**config.mk**
```make
export PLATFORM = sky130hd
export DESIGN_NAME = btn_event_arb
export DESIGN_NICKNAME = d
export VERILOG_FILES = /design/src/rtl/btn_event_arb.sv
export SDC_FILE = /design/constraint.sdc
export NUM_CORES = 1
export LEC_CHECK = 0
export CORE_UTILIZATION = 49
export CTS_CLUSTER_SIZE = 14
export DETAILED_ROUTE_END_ITERATION = 16
export GPL_TIMING_DRIVEN = 0
export PLACE_DENSITY_LB_ADDON = 0.25
export SLEW_MARGIN = 30
export SYNTH_ARGS = -nofsm -noshare
export SYNTH_HDL_FRONTEND = slang
export SYNTH_SLANG_ARGS = --single-unit
```
**constraint.sdc**
```tcl
create_clock -name clk_i -period 1.52 [get_ports clk_i]
set_input_delay 0.304 -clock clk_i [delete_from_list [all_inputs] [get_ports clk_i]]
set_output_delay 0.304 -clock clk_i [all_outputs]
set_load 0.01 [all_outputs]
```
**src/rtl/btn_event_arb.sv**
```systemverilog
// Debounced push-button front end: sync + debounce + press one-shot, round-robin onto one event port.
// Press-to-valid latency DB_CYCLES+4 edges; evt_idx_o holds while valid && !ready, repeat presses coalesce (drop_o).
module btn_event_arb #(
    parameter  int N_BTN     = 4,
    parameter  int DB_CYCLES = 4,
    localparam int IDX_W     = $clog2(N_BTN)
) (
    input  logic             clk_i,
    input  logic             rst_i,
    input  logic [N_BTN-1:0] btn_i,
    output logic             evt_valid_o,
    input  logic             evt_ready_i,
    output logic [IDX_W-1:0] evt_idx_o,
    output logic [N_BTN-1:0] held_o,
    output logic             drop_o
);

    localparam int               CNT_W    = $clog2(DB_CYCLES + 1);
    localparam logic [CNT_W-1:0] CNT_LAST = CNT_W'(DB_CYCLES - 1);
    localparam logic [IDX_W:0]   N_EXT    = (IDX_W+1)'(N_BTN);

    logic [N_BTN-1:0] sync1;
    logic [N_BTN-1:0] sync2;
    logic [CNT_W-1:0] db_cnt [N_BTN];
    logic [N_BTN-1:0] held_d;
    logic [N_BTN-1:0] pending;
    logic [IDX_W-1:0] last_grant;

    logic [N_BTN-1:0] rise;
    logic [N_BTN-1:0] clr_mask;
    logic [N_BTN-1:0] pending_nxt;
    logic             drop_nxt;
    logic             out_free;
    logic             grant_vld;
    logic [IDX_W-1:0] grant_idx;
    logic [IDX_W:0]   rr_sum;
    logic [IDX_W-1:0] rr_cand;

    always_ff @(posedge clk_i or posedge rst_i) begin
        if (rst_i) begin
            sync1 <= '0;
            sync2 <= '0;
        end else begin
            sync1 <= btn_i;
            sync2 <= sync1;
        end
    end

    // The level only flips after DB_CYCLES consecutive disagreeing samples.
    always_ff @(posedge clk_i or posedge rst_i) begin
        if (rst_i) begin
            held_o <= '0;
            for (int i = 0; i < N_BTN; i++) begin
                db_cnt[i] <= '0;
            end
        end else begin
            for (int i = 0; i < N_BTN; i++) begin
                if (sync2[i] == held_o[i]) begin
                    db_cnt[i] <= '0;
                end else if (db_cnt[i] == CNT_LAST) begin
                    db_cnt[i] <= '0;
                    held_o[i] <= ~held_o[i];
                end else begin
                    db_cnt[i] <= db_cnt[i] + CNT_W'(1);
                end
            end
        end
    end

    assign rise     = held_o & ~held_d;
    assign out_free = !evt_valid_o || evt_ready_i;

    // Round-robin search starting one past the last granted channel.
    always_comb begin
        grant_vld = 1'b0;
        grant_idx = last_grant;
        rr_sum    = '0;
        rr_cand   = '0;
        for (int k = 1; k <= N_BTN; k++) begin
            rr_sum = {1'b0, last_grant} + (IDX_W+1)'(k);
            if (rr_sum >= N_EXT) begin
                rr_sum = rr_sum - N_EXT;
            end
            rr_cand = rr_sum[IDX_W-1:0];
            if (!grant_vld && pending[rr_cand]) begin
                grant_vld = 1'b1;
                grant_idx = rr_cand;
            end
        end
    end

    // A press landing on the granted channel re-arms it; otherwise a set bit absorbs it.
    always_comb begin
        clr_mask = '0;
        if (out_free && grant_vld) begin
            clr_mask[grant_idx] = 1'b1;
        end
        pending_nxt = (pending & ~clr_mask) | rise;
        drop_nxt    = |(rise & pending & ~clr_mask);
    end

    always_ff @(posedge clk_i or posedge rst_i) begin
        if (rst_i) begin
            held_d  <= '0;
            pending <= '0;
            drop_o  <= 1'b0;
        end else begin
            held_d  <= held_o;
            pending <= pending_nxt;
            drop_o  <= drop_nxt;
        end
    end

    always_ff @(posedge clk_i or posedge rst_i) begin
        if (rst_i) begin
            evt_valid_o <= 1'b0;
            evt_idx_o   <= '0;
            last_grant  <= IDX_W'(N_BTN - 1);
        end else if (out_free) begin
            if (grant_vld) begin
                evt_valid_o <= 1'b1;
                evt_idx_o   <= grant_idx;
                last_grant  <= grant_idx;
            end else begin
                evt_valid_o <= 1'b0;
            end
        end
    end

endmodule
```
==> run_results.csv, run 1 <==
group,metric,value,unit
sta,period_share,104.4,%
yosys,yosysUniqueCellTypes,30,
sta,hold_viol,0,
clock_network,clock-root-buffer,"clkbuf_4",
yosys,seq_area_frac_synth,64.58,%
sta,fmax,630.1,MHz
sta,fin_hold_ws,359.0,ps
finish,areaGrowthSynthToFinish,27.20,%
grt,grt.overflow.total,0,
route,drc,0,
clock_network,cts_hold_buf,0,
clock_network,cts.htree.levels,2,
floorplan,die_y,56.89,um
route,routed_via_density,5.517,
grt,grt_usage,19.92,%
outcome,violations,"negative setup slack",
finish,fin_cells,176,
sta,grt_setup_unrepaired,"yes",
critical_path,worst-path-buf-inv,0,
route,drt_iter0_drc,11,
sta,skew,3.849,ps
grt,grt_pass1_vias,1086,
critical_path,cp-end-kind,"register",
yosys,avgSynthCellArea,12.95,sq um
power,total_power,3.745,mW
power,comb_power_share,39.0,%
route,dr.pass1.iters,4,
sta,report.final.slew_viol_count,0,
route,ant_nets,0,
critical_path,required,1740,ps
critical_path,critPathKind,"register to register",
sta,finalCriticalPeriod,1587,ps
yosys,syn-num-nets,125,
critical_path,path_cells,"nand2b_4, a21oi_4, or3b_4, o21ai_4, o221ai_2",
worst_hold_path,hp-class,"register to register",
yosys,ys_seq_elements,38,
floorplan,rows,19,
power,p_sw_share,34.28,%
power,p_leak,0.8511,nW
yosys,syn-instance-count,114,
floorplan,initial_utilization,52.63,%
clock_network,clk_pin_slew,100,ps
finish,antennaDiodeCount,0,
finish,final_nets,155,
placement,gp_congestion,0.7797,
yosys,synthArstFlopShare,100.0,%
grt,antenna_found_initial,0,
route,vias,971,
clock_network,cts_tree,"done",
sta,worst_slack,-67.11,ps
sta,worst_pin_slew,751.8,ps
placement,placedCellCount,159,
power,pwr-share-clk,17.4,%
grt,grt_pass1_wl,4664,um
power,power.density,1994,nW/um^2
clock_network,cts_sinks,38,
critical_path,slowest_delay,590,ps
route,routed_wl,2530,um
critical_path,arrival,1810,ps
power,ir_drop,974.3,uV
placement,dp.final_hpwl,1571,um
power,internal_power,2.461,mW
power,p_sw,1.284,mW
clock_network,cts_made_buffers,5,
power,seq_power_share,43.6,%
floorplan,pin_count,15,
sta,setup_viol,3,
yosys,yosys_warnings,0,
sta,slew_headroom,49.81,%
floorplan,die_area,3236,sq um
critical_path,crit_fanout,4,
grt,grt_max_degree,39,
critical_path,startpoint_type,"register",
floorplan,core-area,2805,sq um
finish,drive_above_1_share,28.97,%
route,wl_per_cell,14.38,um
clock_network,clkLatencyLatePin,340,ps
outcome,status,"complete, but fails checks",
clock_network,clock_path_buffers,2,
yosys,synth_edf_count,0,
placement,port-buffer-count,14,
yosys,synth_flop_cell,"dfrtp_1",
floorplan,fp.dieW,56.89,um
critical_path,cp_slowest_cell,"dfstp_2",
critical_path,crit_family,"flip-flops",
job,max_cap_violations,0,
yosys,syn_area,1476,sq um
-- layer usage --
metal  GRT usage (%)  vias to the layer above  part of all wire (%)
met1           22.14                      473                    40
li1                -                      454                     -
met2           31.09                       29                    50
met4           14.29                        0                   4.9
met3           7.604                       15                   5.0
met5               0                        -                     0
-- cell usage after synthesis, drive strengths merged, types with 2 or more instances --
library cell  instances  area share, %
a21oi                 2           0.93
o21ai                11            4.0
xnor2                 4            2.4
inv                   7            1.8
nor2b                 3            1.3
nor2                  2           0.51
nor3b                 8            4.1
nand3b                2            1.0
dfrtp                36             61
nand2b                6            2.5
nand2                 5            1.3
and3b                 2            1.2
o21a                  2            1.0
ha                    4            3.4
dfstp                 2            3.6
mux2                  4            3.1
nor3                  4            1.4
-- through the flow --
stage / worst slack, ps / area [sq um] / setup TNS, ps / utilization (%)
floorplan: 9.767 / 1476 / 0 / -
global placement: -407.3 / 1655 / -15510 / 59.01
detailed placement: -408.9 / 1655 / -1866 / 59.01
CTS: -26.09 / 1852 / -26.09 / 66.01
global route: -125.4 / 1878 / -320.9 / 66.95
finish: -67.11 / 1878 / -103.7 / 66.95
-- kinds of logic (layout without fill, tap and decap cells) --
| group | after synthesis | count (layout) | synth area share (%) |
|---|---|---|---|
| flip-flops | 38 | 38 | 64.58 |
| AND/OR/NAND/NOR | 38 | 38 | 16.19 |
| AO/OA/AOI/OAI | 19 | 19 | 8.643 |
| buffers and inverters | 7 | 38 | 1.780 |
| adder cells (fa/ha/maj) | 4 | 4 | 3.390 |
| XOR/XNOR | 4 | 4 | 2.373 |
| multiplexers | 4 | 4 | 3.051 |
-- cell type report --
class / count / area [sq um]
Clock buffer: 7 / 45.04
Clock inverter: 1 / 30.03
Fill cell: 215 / 927.1
Inverter: 7 / 26.28
Multi-Input combinational cell: 69 / 579.3
Sequential cell: 38 / 960.9
Tap cell: 31 / 38.79
Timing Repair Buffer: 23 / 197.7
-- flip-flops by register name, indices dropped and copies added, names as in the netlist --
name,cells
db_cnt,12
held_d,4
held_o,4
pending,4
sync1,4
sync2,4
evt_idx_o,2
last_grant,2
drop_o,1
evt_valid_o,1
-- worst paths after layout --
kind / cells past startpoint / end / slack (ps) / startpoint
min: 0 / sync2[1] / 360 / sync1[1]
min reg2reg: 0 / sync2[1] / 360 / sync1[1]
max in group asynchronous: 2 / held_o[2] / 580 / rst_i
max reg2reg: 5 / drop_o / -70 / last_grant[0]
min in group asynchronous: 2 / sync2[3] / 410 / rst_i
max: 5 / drop_o / -70 / last_grant[0]
-- cells in the final DEF (no fill, tap or decap), types with 2 or more instances in the layout --
master | Yosys | final
nor2_1 | 2 | 2
dlygate4sd2_1 | 0 | 8
o21ai_2 | 1 | 2
inv_1 | 7 | 6
clkbuf_1 | 0 | 2
dfstp_2 | 2 | 2
dfrtp_1 | 36 | 30
o21ai_1 | 3 | 4
a21oi_4 | 0 | 2
nor3b_1 | 8 | 8
o21a_1 | 2 | 2
nor2b_1 | 3 | 2
nand3b_1 | 2 | 2
buf_4 | 0 | 9
xnor2_1 | 4 | 4
nand2_1 | 5 | 5
and3b_1 | 2 | 2
ha_1 | 4 | 4
clkbuf_4 | 0 | 5
mux2_2 | 4 | 4
o21ai_0 | 7 | 4
dfrtp_2 | 0 | 6
nor3_1 | 4 | 3
clkdlybuf4s50_1 | 0 | 6
nand2b_1 | 6 | 5
-- power by group through the flow --
stage / clock network [mW] / registers [mW] / logic (mW)
after floorplan: 0 / 1.61 / 0.757
after global placement: 0 / 1.61 / 1.10
after detailed placement: 0 / 1.63 / 1.15
after CTS: 0.680 / 1.60 / 1.38
after global routing: 0.721 / 1.67 / 1.63
final: 0.652 / 1.63 / 1.46
-- timing repair --
action / CTS / global route
setup endpoints to repair: 15 / 8
pin swaps: 5 / 4
resized for setup: 24 / 8
buffers inserted: 9 / 0
Power figures use the tool's default switching activity.
==> run 2, diff against run 1 <==
--- a/config.mk
+++ b/config.mk
@@ -9,7 +9,7 @@
 export CTS_CLUSTER_SIZE = 14
 export DETAILED_ROUTE_END_ITERATION = 16
 export GPL_TIMING_DRIVEN = 0
-export PLACE_DENSITY_LB_ADDON = 0.25
+export PLACE_DENSITY_LB_ADDON = 0.2
 export SLEW_MARGIN = 30
 export SYNTH_ARGS = -nofsm -noshare
 export SYNTH_HDL_FRONTEND = slang
==> run 2 against run 1 <==
  * The run still ends with negative setup slack left
  * Count of clock-buffer cells in the layout unchanged
  * Routed wire length decreased by 10%
  * Register-to-register slack improved by 30 ps
  * Critical endpoint unchanged
  * Largest power group unchanged
==> run_results.csv, run 2 (synthesis gave the netlist of run 1 again) <==
group,metric,value,unit
sta,hold_viol,0,
critical_path,arrival,1770,ps
sta,fmax,642.5,MHz
sta,worst_slack,-36.37,ps
grt,grt.busiest_layer,"met2",
route,ant_nets,0,
finish,top_register,"db_cnt",
sta,skew,8.489,ps
grt,grt_pass1_wl,4188,um
clock_network,clock-root-buffer,"clkbuf_4",
route,dr.pass1.iters,4,
placement,port-buffer-count,14,
job,max_cap_violations,0,
route,vias,940,
clock_network,clkLatencyLatePin,330,ps
sta,grt_setup_unrepaired,"yes",
finish,antennaDiodeCount,0,
sta,finalCriticalPeriod,1556,ps
grt,grtUsageMet1,19.66,%
critical_path,rrSetupSlack,-40,ps
finish,largest_reg_flops,12,
critical_path,r2r_end,"drop_o",
clock_network,clk_pin_slew,110,ps
critical_path,required,1730,ps
route,routed_wl,2271,um
route,drt_iter0_drc,33,
critical_path,r2r_cells,5,
floorplan,pin_count,15,
finish,n_fill_cell,227,
finish,fin_cells,177,
worst_hold_path,min_from,"sync1[3]",
floorplan,core-area,2805,sq um
outcome,status,"complete, but fails checks",
grt,grt_usage,17.34,%
power,p_leak,0.8480,nW
grt,antenna_found_initial,0,
floorplan,initial_utilization,52.63,%
finish,layout_common_cells,"dfrtp_1 (30), buf_4 (10), nor3b_1 (8)",
placement,placedCellCount,159,
critical_path,critPathKind,"register to register",
clock_network,cts_made_buffers,5,
clock_network,cts.htree.levels,2,
critical_path,startpoint_type,"register",
grt,grt_pass1_vias,997,
floorplan,rows,19,
critical_path,crit_fanout,4,
clock_network,cts_tree,"done",
floorplan,fp.dieW,56.89,um
grt,grt.overflow.total,0,
power,ir_drop,1011,uV
critical_path,timing.rr.start,"last_grant[0]",
finish,mostFrequentLayoutCell,"dfrtp_1",
worst_hold_path,hold_path_end,"sync2[3]",
grt,grt_max_degree,39,
sta,setup_viol,1,
finish,drive_above_1_share,30.14,%
floorplan,die_y,56.89,um
sta,period_share,102.4,%
clock_network,clock_path_buffers,2,
critical_path,cp-end-kind,"register",
sta,tns,-36.37,ps
grt,met3_usage,4.839,%
sta,report.final.slew_viol_count,0,
route,wl_per_cell,12.83,um
finish,final_nets,156,
sta,slew_headroom,51.14,%
sta,worst_pin_slew,731.8,ps
route,drc,0,
outcome,violations,"negative setup slack",
power,power.density,1933,nW/um^2
finish,areaGrowthSynthToFinish,25.51,%
placement,gp_congestion,0.7724,
worst_hold_path,holdPathStages,0,
clock_network,cts_sinks,38,
worst_hold_path,hp-class,"register to register",
floorplan,die_area,3236,sq um
route,routed_via_density,5.311,
grt,use_met2,30.42,%
placement,dp.final_hpwl,1498,um
-- run 2: critical path, stage by stage, from the launching register on --
cell and delay, ps:
dfstp_2 570, nand2b_4 140, a21oi_4 70, or3b_4 410
o21ai_4 160, o221ai_2 100
-- run 2: through the flow --
stage	cell area [sq um]	total power [mW]	worst slack, ps	hold slack (ps)	util [%]
after floorplan	1476	2.369	9.767	331.2	-
after global placement	1655	2.700	-406.9	333.2	59.01
after detailed placement	1655	2.761	-437.6	336.2	59.01
after CTS	1822	3.535	-27.28	361.9	64.94
after global routing	1853	3.863	-100.7	371.1	66.06
final	1853	3.581	-36.37	358.3	66.06
-- run 2: how the worst max path moves through the flow --
| stage | start | cells after the start | end | slack [ps] |
|---|---|---|---|---|
| final | last_grant[0] | 5 | drop_o | -40 |
| after CTS | last_grant[0] | 5 | drop_o | -30 |
| after detailed placement | evt_ready_i | 6 | drop_o | -440 |
| after global placement | evt_ready_i | 6 | drop_o | -410 |
| after floorplan | last_grant[0] | 5 | drop_o | 10 |
| after global routing | pending[1] | 5 | drop_o | -100 |
-- run 2: final cells by class --
class / instances / area [sq um] / share of cell area [%]
Clock inverter: 1 / 5.005 / 0.2701
Multi-Input combinational cell: 69 / 558.0 / 30.11
Tap cell: 31 / 38.79 / 2.093
Sequential cell: 38 / 960.9 / 51.86
Timing Repair Buffer: 24 / 209.0 / 11.28
Inverter: 7 / 26.28 / 1.418
Clock buffer: 7 / 55.05 / 2.971
-- run 2: repair_timing --
item	4_1_cts	5_1_grt
hold buffers	0	0
setup endpoints to repair	14	7
buffers inserted	8	2
resized for setup	22	5
pin swaps	5	3
-- run 2: routing by layer --
metal | part of all wire, % | vias to the layer above
li1 | - | 455
met1 | 45 | 467
met2 | 50 | 14
met3 | 3.3 | 4
met4 | 1.3 | 0
met5 | 0 | -
-- run 2: where the power goes --
group          internal, mW  switching, mW
clock network         0.224          0.301
logic                 0.766          0.700
registers              1.37          0.223
total                  2.36           1.22
==> run 3, diff against run 2 <==
--- a/config.mk
+++ b/config.mk
@@ -8,7 +8,7 @@
 export CORE_UTILIZATION = 49
 export CTS_CLUSTER_SIZE = 14
 export DETAILED_ROUTE_END_ITERATION = 16
-export GPL_TIMING_DRIVEN = 0
+export MAX_ROUTING_LAYER = met4
 export PLACE_DENSITY_LB_ADDON = 0.2
 export SLEW_MARGIN = 30
 export SYNTH_ARGS = -nofsm -noshare
==> run 3 against run 2 <==
  * The run still ends with negative setup slack left
  * Sequential share of layout area decreased by 3.7 points
  * Setup slack got worse by 5.9 ps
  * Global-route usage increased by 2.3 points
  * Via count up 5.4%
  * Cell count rose by 6.2%
  * Routed wire length up 6.9%
  * Clock power increased by 25%
  * Fmax decreased by 0.38%
  * Die area did not move
  * Combinational power increased by 18%
  * Core utilization grew 4.6 points
  * Count of clock-buffer cells in the layout unchanged
==> run_results.csv, run 3 (synthesis gave the netlist of run 1 again) <==
group,metric,value,unit
outcome,status,"complete, but fails checks",
outcome,violations,"negative setup slack",
clock_network,clock_path_buffers,2,
power,pwr-share-clk,16.7,%
finish,multi_input_area,583.1,sq um
finish,mostFrequentLayoutCell,"dfrtp_1",
floorplan,die_area,3236,sq um
clock_network,cts_tree,"done",
critical_path,arrival,1790,ps
route,dr.pass1.iters,4,
power,p_leak,0.9143,nW
grt,grt_pass1_wl,4498,um
grt,grt_max_degree,39,
finish,areaGrowthSynthToFinish,34.24,%
grt,grt_pass1_vias,1062,
power,power.density,1990,nW/um^2
floorplan,initial_utilization,52.63,%
finish,drive_above_1_share,32.48,%
finish,antennaDiodeCount,0,
route,routed_via_density,5.271,
route,vias,991,
sta,report.final.slew_viol_count,0,
sta,worst_pin_slew,400.9,ps
clock_network,clock-root-buffer,"clkbuf_4",
placement,gp_congestion,0.8366,
placement,dp.final_hpwl,1622,um
critical_path,crit_fanout,4,
floorplan,fp.dieW,56.89,um
clock_network,clk_pin_slew,110,ps
floorplan,core-area,2805,sq um
route,routed_wl,2427,um
power,seq_power_share,39.2,%
grt,grt.overflow.total,0,
sta,worst_slack,-42.31,ps
route,drc,0,
sta,fmax,640.1,MHz
finish,n_fill_cell,212,
sta,slew_headroom,73.05,%
critical_path,startpoint_type,"register",
finish,area.sequential,954.7,sq um
route,wl_per_cell,12.91,um
critical_path,critPathKind,"register to register",
finish,final_nets,167,
sta,skew,14.32,ps
power,p_sw_share,33.30,%
clock_network,cts_sinks,38,
sta,period_share,102.8,%
route,drt_iter0_drc,12,
sta,hold_viol,0,
finish,largest_reg_flops,12,
power,p_sw,1.314,mW
floorplan,pin_count,15,
sta,grt_setup_unrepaired,"yes",
grt,antenna_found_initial,0,
floorplan,rows,19,
critical_path,required,1750,ps
power,internal_power,2.631,mW
job,max_cap_violations,0,
clock_network,clkLatencyLatePin,340,ps
power,total_power,3.945,mW
sta,tns,-56.79,ps
worst_hold_path,hp-class,"input port to async pin",
finish,layout_common_cells,"dfrtp_1 (35), buf_4 (19), nor3b_1 (8), dlygate4sd2_1 (8), inv_1 (7)",
power,comb_power_share,44.1,%
clock_network,cts.htree.levels,2,
sta,finalCriticalPeriod,1562,ps
route,ant_nets,0,
critical_path,cp-end-kind,"register",
placement,port-buffer-count,14,
grt,grt_usage,19.60,%
finish,top_register,"db_cnt",
sta,setup_viol,3,
clock_network,cts_made_buffers,5,
floorplan,die_y,56.89,um
power,ir_drop,946.8,uV
[run 3: changes by cell type in the layout (fill, tap and decap cells not counted), moves of 2 or more]
| cell | before | now |
|---|---|---|
| buf_4 | 10 | 19 |
| o21ai_0 | 6 | 4 |
| dfrtp_1 | 30 | 35 |
| dfrtp_2 | 6 | 1 |
[run 3: worst paths after layout]
check	from	endpoint	slack, ps	cells past startpoint
worst max-delay path	pending[1]	drop_o	-40	6
worst min-delay path	rst_i	pending[2]	310	3
worst max register to register	pending[1]	drop_o	-40	6
worst min register to register	sync1[3]	sync2[3]	350	0
max in group asynchronous	rst_i	last_grant[1]	950	3
min in group clk_i	sync1[3]	sync2[3]	350	0
[run 3: worst max-delay path, stage by stage, from the launching register on]
cell      delay [ps]
dfrtp_1          450
buf_6            150
nor2_4           110
nor3_4            60
or3b_4           430
o21ai_4          150
o221ai_2         100
[run 3: routing by layer]
| metal | part of all wire, % | vias up | global-route usage [%] |
|---|---|---|---|
| met3 | 3.9 | 5 | 6.912 |
| met2 | 46 | 18 | 29.08 |
| met1 | 47 | 488 | 23.95 |
| li1 | - | 480 | - |
| met4 | 2.6 | 0 | 9.408 |
| met5 | 0 | - | - |
[run 3: power by group through the flow]
stage	registers, mW	logic [mW]	clock network, mW
2_1_floorplan	1.61	0.757	0
5_1_grt	1.59	1.94	0.725
6_report	1.55	1.74	0.658
3_5_place_dp	1.60	1.37	0
4_1_cts	1.53	1.56	0.682
3_3_place_gp	1.59	1.31	0
[run 3: cell type report]
type | instances | area share, %
timing repair buffer | 35 | 15.34
clock buffer | 7 | 2.273
clock inverter | 1 | 1.515
sequential | 38 | 48.17
inverter | 7 | 1.326
multi-input combinational | 69 | 29.42
tap | 31 | 1.957
[run 3: timing repair]
item / 4_1_cts / 5_1_grt
setup endpoints to repair: 14 / 7
gates resized for setup: 17 / 14
buffers inserted: 8 / 2
pin swaps: 2 / 5
hold buffers: 0 / 0
[run 3: metrics by stage]
stage | setup slack (ps) | hold WS (ps) | cell area (sq um) | utilization, % | cells
after floorplan | 9.767 | 331.2 | 1476 | - | 114
after global placement | -277.1 | 332.9 | 1758 | 62.67 | 171
after detailed placement | -286.9 | 337.1 | 1758 | 62.67 | 171
after CTS | -35.72 | 311.8 | 1922 | 68.51 | 187
after global routing | -93.61 | 328.2 | 1982 | 70.65 | 188
final | -42.31 | 310.7 | 1982 | 70.65 | 188
